### config.mk
export PLATFORM = sky130hd
export DESIGN_NAME = shift_add_mult_ctrl
export DESIGN_NICKNAME = d
export VERILOG_FILES = /design/src/rtl/mult_pkg.sv /design/src/rtl/shift_add_datapath.sv /design/src/rtl/shift_add_mult_ctrl.sv
export SDC_FILE = /design/constraint.sdc
export NUM_CORES = 1
export LEC_CHECK = 0
export BUFFER_PORTS_ARGS = -buffer_cell sky130_fd_sc_hd__buf_2
export CAP_MARGIN = 40
export CORE_UTILIZATION = 32
export CTS_CLUSTER_SIZE = 40
export DETAILED_ROUTE_END_ITERATION = 12
export HOLD_SLACK_MARGIN = 0.06
export PLACE_DENSITY = 0.57
export SLEW_MARGIN = 20
export SYNTH_ARGS = -nofsm -noshare
export SYNTH_HDL_FRONTEND = slang
export SYNTH_HIERARCHICAL = 1
export SYNTH_SLANG_ARGS = --single-unit
### constraint.sdc
create_clock -name clk -period 2 [get_ports clk]
set_input_delay 0.1 -clock clk [delete_from_list [all_inputs] [get_ports clk]]
set_output_delay 0.1 -clock clk [all_outputs]
set_load 0.03 [all_outputs]
### src/rtl/mult_pkg.sv
// Shared types for the shift-and-add multiplier: FSM state encoding
// and the default operand width.
package mult_pkg;

    localparam int MULT_WIDTH = 4;

    typedef enum logic [1:0] {
        IDLE  = 2'd0,
        ADD   = 2'd1,
        SHIFT = 2'd2,
        DONE  = 2'd3
    } state_t;

endpackage

### src/rtl/shift_add_datapath.sv
// Shift-and-add datapath: multiplicand, accumulator halves, carry bit,
// one WIDTH-bit adder and the registered product.
// Ports: clk, reset (sync, active-high), load_i/add_en_i/shift_en_i/last_i
// controls from the FSM, a_i/b_i operands, product_o result.
module shift_add_datapath
    import mult_pkg::*;
#(
    parameter int WIDTH = MULT_WIDTH
) (
    input  logic                 clk,
    input  logic                 reset,
    input  logic                 load_i,
    input  logic                 add_en_i,
    input  logic                 shift_en_i,
    input  logic                 last_i,
    input  logic [WIDTH-1:0]     a_i,
    input  logic [WIDTH-1:0]     b_i,
    output logic [2*WIDTH-1:0]   product_o
);

    logic [WIDTH-1:0]   mcand_q,   mcand_d;
    logic [WIDTH-1:0]   acc_hi_q,  acc_hi_d;
    logic [WIDTH-1:0]   acc_lo_q,  acc_lo_d;
    logic               cout_q,    cout_d;
    logic [2*WIDTH-1:0] product_q, product_d;

    // Shared adder, carry-in tied low; bit WIDTH is C4.
    logic [WIDTH:0] sum;
    assign sum = {1'b0, acc_hi_q} + {1'b0, mcand_q};

    always_comb begin
        mcand_d   = mcand_q;
        acc_hi_d  = acc_hi_q;
        acc_lo_d  = acc_lo_q;
        cout_d    = cout_q;
        product_d = product_q;
        if (load_i) begin
            mcand_d  = a_i;
            acc_lo_d = b_i;
            acc_hi_d = '0;
            cout_d   = 1'b0;
        end else if (add_en_i) begin
            if (acc_lo_q[0]) begin
                {cout_d, acc_hi_d} = sum;
            end else begin
                cout_d = 1'b0;
            end
        end else if (shift_en_i) begin
            // Carry drops into the top of acc_hi; the consumed
            // multiplier bit falls off the bottom of acc_lo.
            acc_hi_d = {cout_q, acc_hi_q[WIDTH-1:1]};
            acc_lo_d = {acc_hi_q[0], acc_lo_q[WIDTH-1:1]};
            cout_d   = 1'b0;
            if (last_i) begin
                product_d = {cout_q, acc_hi_q, acc_lo_q[WIDTH-1:1]};
            end
        end
    end

    always_ff @(posedge clk) begin
        if (reset) begin
            mcand_q   <= '0;
            acc_hi_q  <= '0;
            acc_lo_q  <= '0;
            cout_q    <= 1'b0;
            product_q <= '0;
        end else begin
            mcand_q   <= mcand_d;
            acc_hi_q  <= acc_hi_d;
            acc_lo_q  <= acc_lo_d;
            cout_q    <= cout_d;
            product_q <= product_d;
        end
    end

    assign product_o = product_q;

endmodule

### src/rtl/shift_add_mult_ctrl.sv
// Sequential unsigned WIDTHxWIDTH multiplier: FSM and iteration counter
// driving the shift-and-add datapath.
// Ports: clk, reset (sync, active-high), start, a, b in;
// busy, done (one-cycle strobe), product (2*WIDTH, held) out.
module shift_add_mult_ctrl
    import mult_pkg::*;
#(
    parameter int WIDTH = MULT_WIDTH
) (
    input  logic               clk,
    input  logic               reset,
    input  logic               start,
    input  logic [WIDTH-1:0]   a,
    input  logic [WIDTH-1:0]   b,
    output logic               busy,
    output logic               done,
    output logic [2*WIDTH-1:0] product
);

    localparam int CNT_W = $clog2(WIDTH) + 1;

    state_t             state_q, state_d;
    logic [CNT_W-1:0]   count_q, count_d;
    logic [CNT_W-1:0]   cnt_inc;
    logic               accept;
    logic               last;
    logic               load, add_en, shift_en;

    assign accept  = start && (state_q == IDLE || state_q == DONE);
    assign cnt_inc = count_q + CNT_W'(1);
    assign last    = (state_q == SHIFT) && (cnt_inc == CNT_W'(WIDTH));

    always_ff @(posedge clk) begin
        if (reset) begin
            state_q <= IDLE;
            count_q <= '0;
        end else begin
            state_q <= state_d;
            count_q <= count_d;
        end
    end

    always_comb begin
        state_d = state_q;
        count_d = count_q;
        unique case (state_q)
            IDLE, DONE: begin
                if (accept) begin
                    state_d = ADD;
                    count_d = '0;
                end else begin
                    state_d = IDLE;
                end
            end
            ADD: state_d = SHIFT;
            SHIFT: begin
                count_d = cnt_inc;
                state_d = last ? DONE : ADD;
            end
            default: state_d = IDLE;
        endcase
    end

    always_comb begin
        busy     = 1'b0;
        done     = 1'b0;
        add_en   = 1'b0;
        shift_en = 1'b0;
        load     = accept;
        unique case (state_q)
            ADD: begin
                busy   = 1'b1;
                add_en = 1'b1;
            end
            SHIFT: begin
                busy     = 1'b1;
                shift_en = 1'b1;
            end
            DONE: done = 1'b1;
            default: ;
        endcase
    end

    shift_add_datapath #(
        .WIDTH(WIDTH)
    ) u_dp (
        .clk        (clk),
        .reset      (reset),
        .load_i     (load),
        .add_en_i   (add_en),
        .shift_en_i (shift_en),
        .last_i     (last),
        .a_i        (a),
        .b_i        (b),
        .product_o  (product)
    );

endmodule

==> Yosys cells after proc, flatten, opt, wreduce, memory -nomap -nowiden <==
Index checks and enable logic that the tools add are counted.
Widths: inputs -> output; s select.
{ "totals": {"ff_bits": 26, "in_bits": 11, "word_cells": 50} }
{ "op_classes": {"n_eq_ne": 7, "add_sub_neg": 2, "n_mux": 18, "reduce_logical": 14, "n_bitwise": 2} }
{ "ops": {"columns": ["cell", "n"], "rows": [
  ["$mux 4", 6],
  ["$mux 1", 8],
  ["$pmux 2 s3", 1],
  ["$pmux 3 s2", 1],
  ["$reduce_and 2->1", 3],
  ["$reduce_bool 2->1", 3],
  ["$reduce_or 2->1", 3],
  ["$add 4x4->5", 1],
  ["$eq 2x2->1 const B", 2],
  ["$ne 2x2->1 const B", 2],
  ["$reduce_and 4->1", 1],
  ["$add 3x1->3 const B", 1],
  ["$eq 3x3->1 const B", 1],
  ["$mux 3", 1],
  ["$eq 2x1->1 const B", 1],
  ["$logic_and 1x1->1", 2],
  ["$logic_not 2->1", 1],
  ["$mux 2", 1],
  ["$ne 2x1->1 const B", 1],
  ["$not 1->1", 2],
  ["$logic_or 1x1->1", 1]
]} }

==> Depth between registers and ports, before layout <==
{ "depth": {"depth_word": 5, "ltp_mapped": 8} }

==> Modules after synthesis <==
Netlist, hierarchy kept.
{ "modules_own_cells": {"columns": ["module", "area_per_inst_um2", "cells_per_inst", "seq_area_each_um2", "instances"], "rows": [
  ["shift_add_datapath", 1001.0, 99, 420.4, 1],
  ["shift_add_mult_ctrl", 329.1, 31, 100.1, 1]
]} }

==> Least setup slack after synthesis <==
No wires, ideal clock.
{ "synth_timing": {"path_kind": "reg-to-reg", "start": "reg state_q[0]", "end": "reg u_dp.product_q[0] (netlist: u_dp/product_o[0])", "required_ps": 1883, "synth_period_minus_slack_ps": 1802, "slack_ps": 198, "path_stages_with_launch": 9, "arrival_ps": 1684, "path_buffers": 2, "cell_sequence": "dfxtp_1 -> inv_1 -> ha_1 -> and2_1 -> buf_6 -> nor4bb_4 -> buf_6 -> mux2i_1 -> nor2_1"} }
{ "synth_via": {"elab_chain_cells": 5, "elab_cells_between_ends": 12, "cone_classes": "eq/ne: 3; mux: 2; bitwise: 2; reduce/logical: 5"} }
{ "synth_lines": {"columns": ["element", "line_no", "text"], "rows": [
  ["start: declaration", "shift_add_mult_ctrl.sv:22", "state_t state_q, state_d;"],
  ["start signal: assignment", "shift_add_mult_ctrl.sv:38", "state_q <= state_d;"],
  ["$eq 2x2->1 or $logic_not 2->1 (tied branches)", "shift_add_mult_ctrl.sv:29", "assign accept = start && (state_q == IDLE || state_q == DONE);"],
  ["$logic_or 1x1->1 *", "shift_add_mult_ctrl.sv:29", null],
  ["$logic_and 1x1->1 *", "shift_add_mult_ctrl.sv:29", null],
  ["via accept", "shift_add_mult_ctrl.sv:25", "logic accept;"],
  ["$not 1->1 (no source line) *", null, null],
  ["$reduce_and 4->1 (no source line) *", null, null],
  ["end signal: assignment", "shift_add_datapath.sv:72", "product_q <= product_d;"],
  ["end: declaration", "shift_add_datapath.sv:25", "logic [2*WIDTH-1:0] product_q, product_d;"]
]} }
The timed path passes the listed nets; every way through them passes the cells marked *.
A chain may end at the register's enable or synchronous reset.

==> Worst setup path after layout <==
{ "layout_timing": {"start": "reg state_q[0]", "end": "reg u_dp.product_q[5] (netlist: u_dp/product_o[5])"} }
Same word-level chain as after synthesis.

==> run_results.csv <==
group,metric,value,unit
outcome,status,"finished clean",
synthesis,synthDistinctLibCells,30,
synthesis,ys_seq_elements,26,
layout,diodes,0,
detailed_routing,drc,0,
detailed_routing,first_iter_violations,56,
global_route,grt_pass1_wl,4.31,mm
floorplan,initial_core_util,0.332,
detailed_routing,wl_per_cell,12.2,um
synthesis,synth_area_leaders,"dfxtp_1, mux2i_1, ha_1",
cts,cts_sinks,26,
placement,post-dp-hpwl,1.87,mm
global_route,overflow,0,
global_route,grt_max_degree,29,
synthesis,synth_edf_count,0,
worst_setup_path,critPathCapture,"u_dp/product_o[5]",
cts,clk_latency,260,ps
synthesis,synth-main-ff-cell,"dfxtp_1",
detailed_routing,via_count,970,
layout,synthToLayoutAreaGrowth,13.6,%
worst_setup_path,cp-startpoint,"state_q[0]",
synthesis,yosys_warnings,6,
cts,clockBufferDepth,2,
worst_setup_path,rr_endpoint,"u_dp/product_o[5]",
cts,cts.htree.levels,1,
synthesis,syn-num-nets,151,
worst_setup_path,slowest_stage,"dfxtp_2",
detailed_routing,wirelength,2.45,mm
sta,finalHoldViolations,0,
global_route,grt_pass1_vias,959,
floorplan,die_h,66.5,um
layout,nNetsFinal,173,
worst_hold_path,hold_class,"in -> reg",
global_route,antenna_found_initial,0,
floorplan,ios,21,
synthesis,synth_area,1330,um^2
sta,period_share,0.913,
worst_setup_path,critical_path_class,"reg -> reg",
sta,skew,5.03,ps
sta,rsz0062_at_grt,"no",
worst_setup_path,ff2ff_setup_slack,170,ps
layout,utilization,0.378,
synthesis,synth_cells,130,
sta,slew-limit-headroom,0.655,
placement,globalplace.congestion,0.779,
detailed_routing,via_per_inst,4.85,
power_and_ir_drop,power_leakage,0.624,nW
cts,numCtsBuffers,3,
synthesis,ys_seq_area_frac,0.391,
sta,setup_tns,0,ps
worst_setup_path,r2r-start,"state_q[0]",
worst_setup_path,crit_chain,"inv_1 > ha_1 > and2_1 > nor4bb_4 > buf_6 > mux2i_1 > nor2_1",
floorplan,core_area,4000,um^2
floorplan,dieArea,4420,um^2
worst_setup_path,crit_arrival,1960,ps
worst_setup_path,worstSetupPathDepth,7,
detailed_routing,ant_nets,0,
detailed_routing,first_pass_iters,4,
layout,final_layout_size_suffix_gt1_frac,0.240,
worst_setup_path,crit_family,"simple AND/OR/NAND/NOR gates",
cts,cts_root_buf,"clkbuf_8",
run,max_cap_violations,0,
power_and_ir_drop,ir_drop,259,uV
synthesis,avgSynthCellArea,10.2,um^2
sta,worst_slew_pin_slew,518,ps
worst_setup_path,cp.buffers_inverters,2,
floorplan,rows,23,
sta,report.final.slew_viol_count,0,
worst_setup_path,reg2reg_depth,7,
power_and_ir_drop,powerDensity,625,nW/um^2
worst_setup_path,crit_fanout,8,
cts,path_clk_slew,90,ps
worst_setup_path,cp.required,2130,ps
cts,cts_tree,"built",
sta,max_clock_freq,0.548,GHz
placement,place.port_buffers,20,
synthesis,yosysTopAreaCell,"dfxtp_1",
synthesis,synthArstFlopShare,0,
synthesis,synth_top_area_share,0.391,
sta,finalSetupViolations,0,
floorplan,fp.dieW,66.5,um
sta,layout_min_cycle_time,1830,ps
worst_setup_path,cp_slowest_stage_delay,350,ps
worst_setup_path,cp-start-kind,"flip-flop",
global_route,grt_use_total,0.127,
worst_setup_path,critPathCaptureType,"flip-flop",
logic make-up after synthesis:
kind of cell / Yosys count / share of synthesized area
and+or+nand+nor: 49 / 0.199
DFF: 26 / 0.391
xor gates and xnor gates: 1 / 0.00659
buffers and inverters: 11 / 0.0489
muxes: 16 / 0.128
AOI/OAI and AO/OA: 17 / 0.126
adders and majority gates: 10 / 0.0997
placed cells by master (no fill, tap or decap), types with 4 or more instances in the layout:
master    Yosys  layout
nand2_1       9       9
dfxtp_1      26      25
a311oi_1      4       4
nor2_1       21      21
nand2b_1      5       5
a21oi_1       4       4
inv_1         6       6
ha_1          9       9
buf_2         1      20
mux2i_1      14      14
worst reg2reg max path: stages (launching register included):
cell and delay [ps]:
dfxtp_2 350, inv_1 40, ha_1 350, and2_1 200, nor4bb_4 290, buf_6 190
mux2i_1 210, nor2_1 60
timing repair:
action                                 CTS  global route
setup buffers                            0             0
setup endpoints to repair                0             8
hold buffers                             0             0
gates resized for setup                  0             2
endpoints found under the hold margin    0             0
stage by stage:
| stage | instances | instance area [um^2] | worst slack, ps | power [W] | hold slack, ps |
|---|---|---|---|---|---|
| CTS | 200 | 1510 | 76.5 | 0.000958 | 67.5 |
| finish | 200 | 1510 | 174 | 0.000944 | 68.6 |
| global placement | 197 | 1470 | 179 | 0.000668 | 334 |
| detailed placement | 197 | 1470 | 86.0 | 0.000672 | 346 |
| floorplan | 130 | 1330 | 198 | 0.000644 | 164 |
| global route | 200 | 1510 | 14.1 | 0.000991 | 80.1 |
worst min path at each step:
stage,from,to,slack (ps),cells past startpoint
6_report,a[2],u_dp/mcand_q[2],70,3
3_5_place_dp,a[2],u_dp/mcand_q[2],350,3
4_1_cts,a[2],u_dp/mcand_q[2],70,3
2_1_floorplan,reset,state_q[0],160,1
5_1_grt,a[1],u_dp/mcand_q[1],80,3
3_3_place_gp,a[0],u_dp/mcand_q[0],330,3
cells in the mapped netlist, types with 2 or more instances:
| library cell | instances |
|---|---|
| o221ai_1 | 2 |
| mux2_4 | 2 |
| or2_0 | 2 |
| nor3_1 | 2 |
| nand3_1 | 2 |
| nand2b_1 | 5 |
| inv_1 | 6 |
| nor2_1 | 21 |
| and2_1 | 2 |
| a21oi_1 | 4 |
| mux2i_1 | 14 |
| a2111oi_2 | 2 |
| nand2_1 | 9 |
| a311oi_1 | 4 |
| o32ai_2 | 3 |
| ha_1 | 9 |
| dfxtp_1 | 26 |
| buf_6 | 3 |
sequential cells by signal (all words and copies together) (netlist names):
signal,flops
count_q,3
u_dp/mcand_q,4
u_dp/cout_q,1
state_q,2
u_dp/acc_lo_q,4
u_dp/acc_hi_q,4
u_dp/product_o,8
per-layer routing:
layer  global-route usage  wire, um
met3               0.0257        80
met5                    0         0
met2                0.212      1130
met1                0.163      1230
met4               0.0399         8
where the power goes:
group	switching [W]	total, W	internal [W]
combinational	0.0000615	0.000111	0.0000492
sequential	0.0000140	0.000548	0.000534
clock	0.000151	0.000286	0.000135
total	0.000227	0.000944	0.000717
final cells by class:
type                            count  area, um^2
Clock buffer                        3        41.3
Fill cell                         415        2490
Inverter                            6        22.5
Multi-Input combinational cell     93         744
Sequential cell                    26         522
Tap cell                           50        62.6
Timing Repair Buffer               22         119
Power figures use the tool's default switching activity.
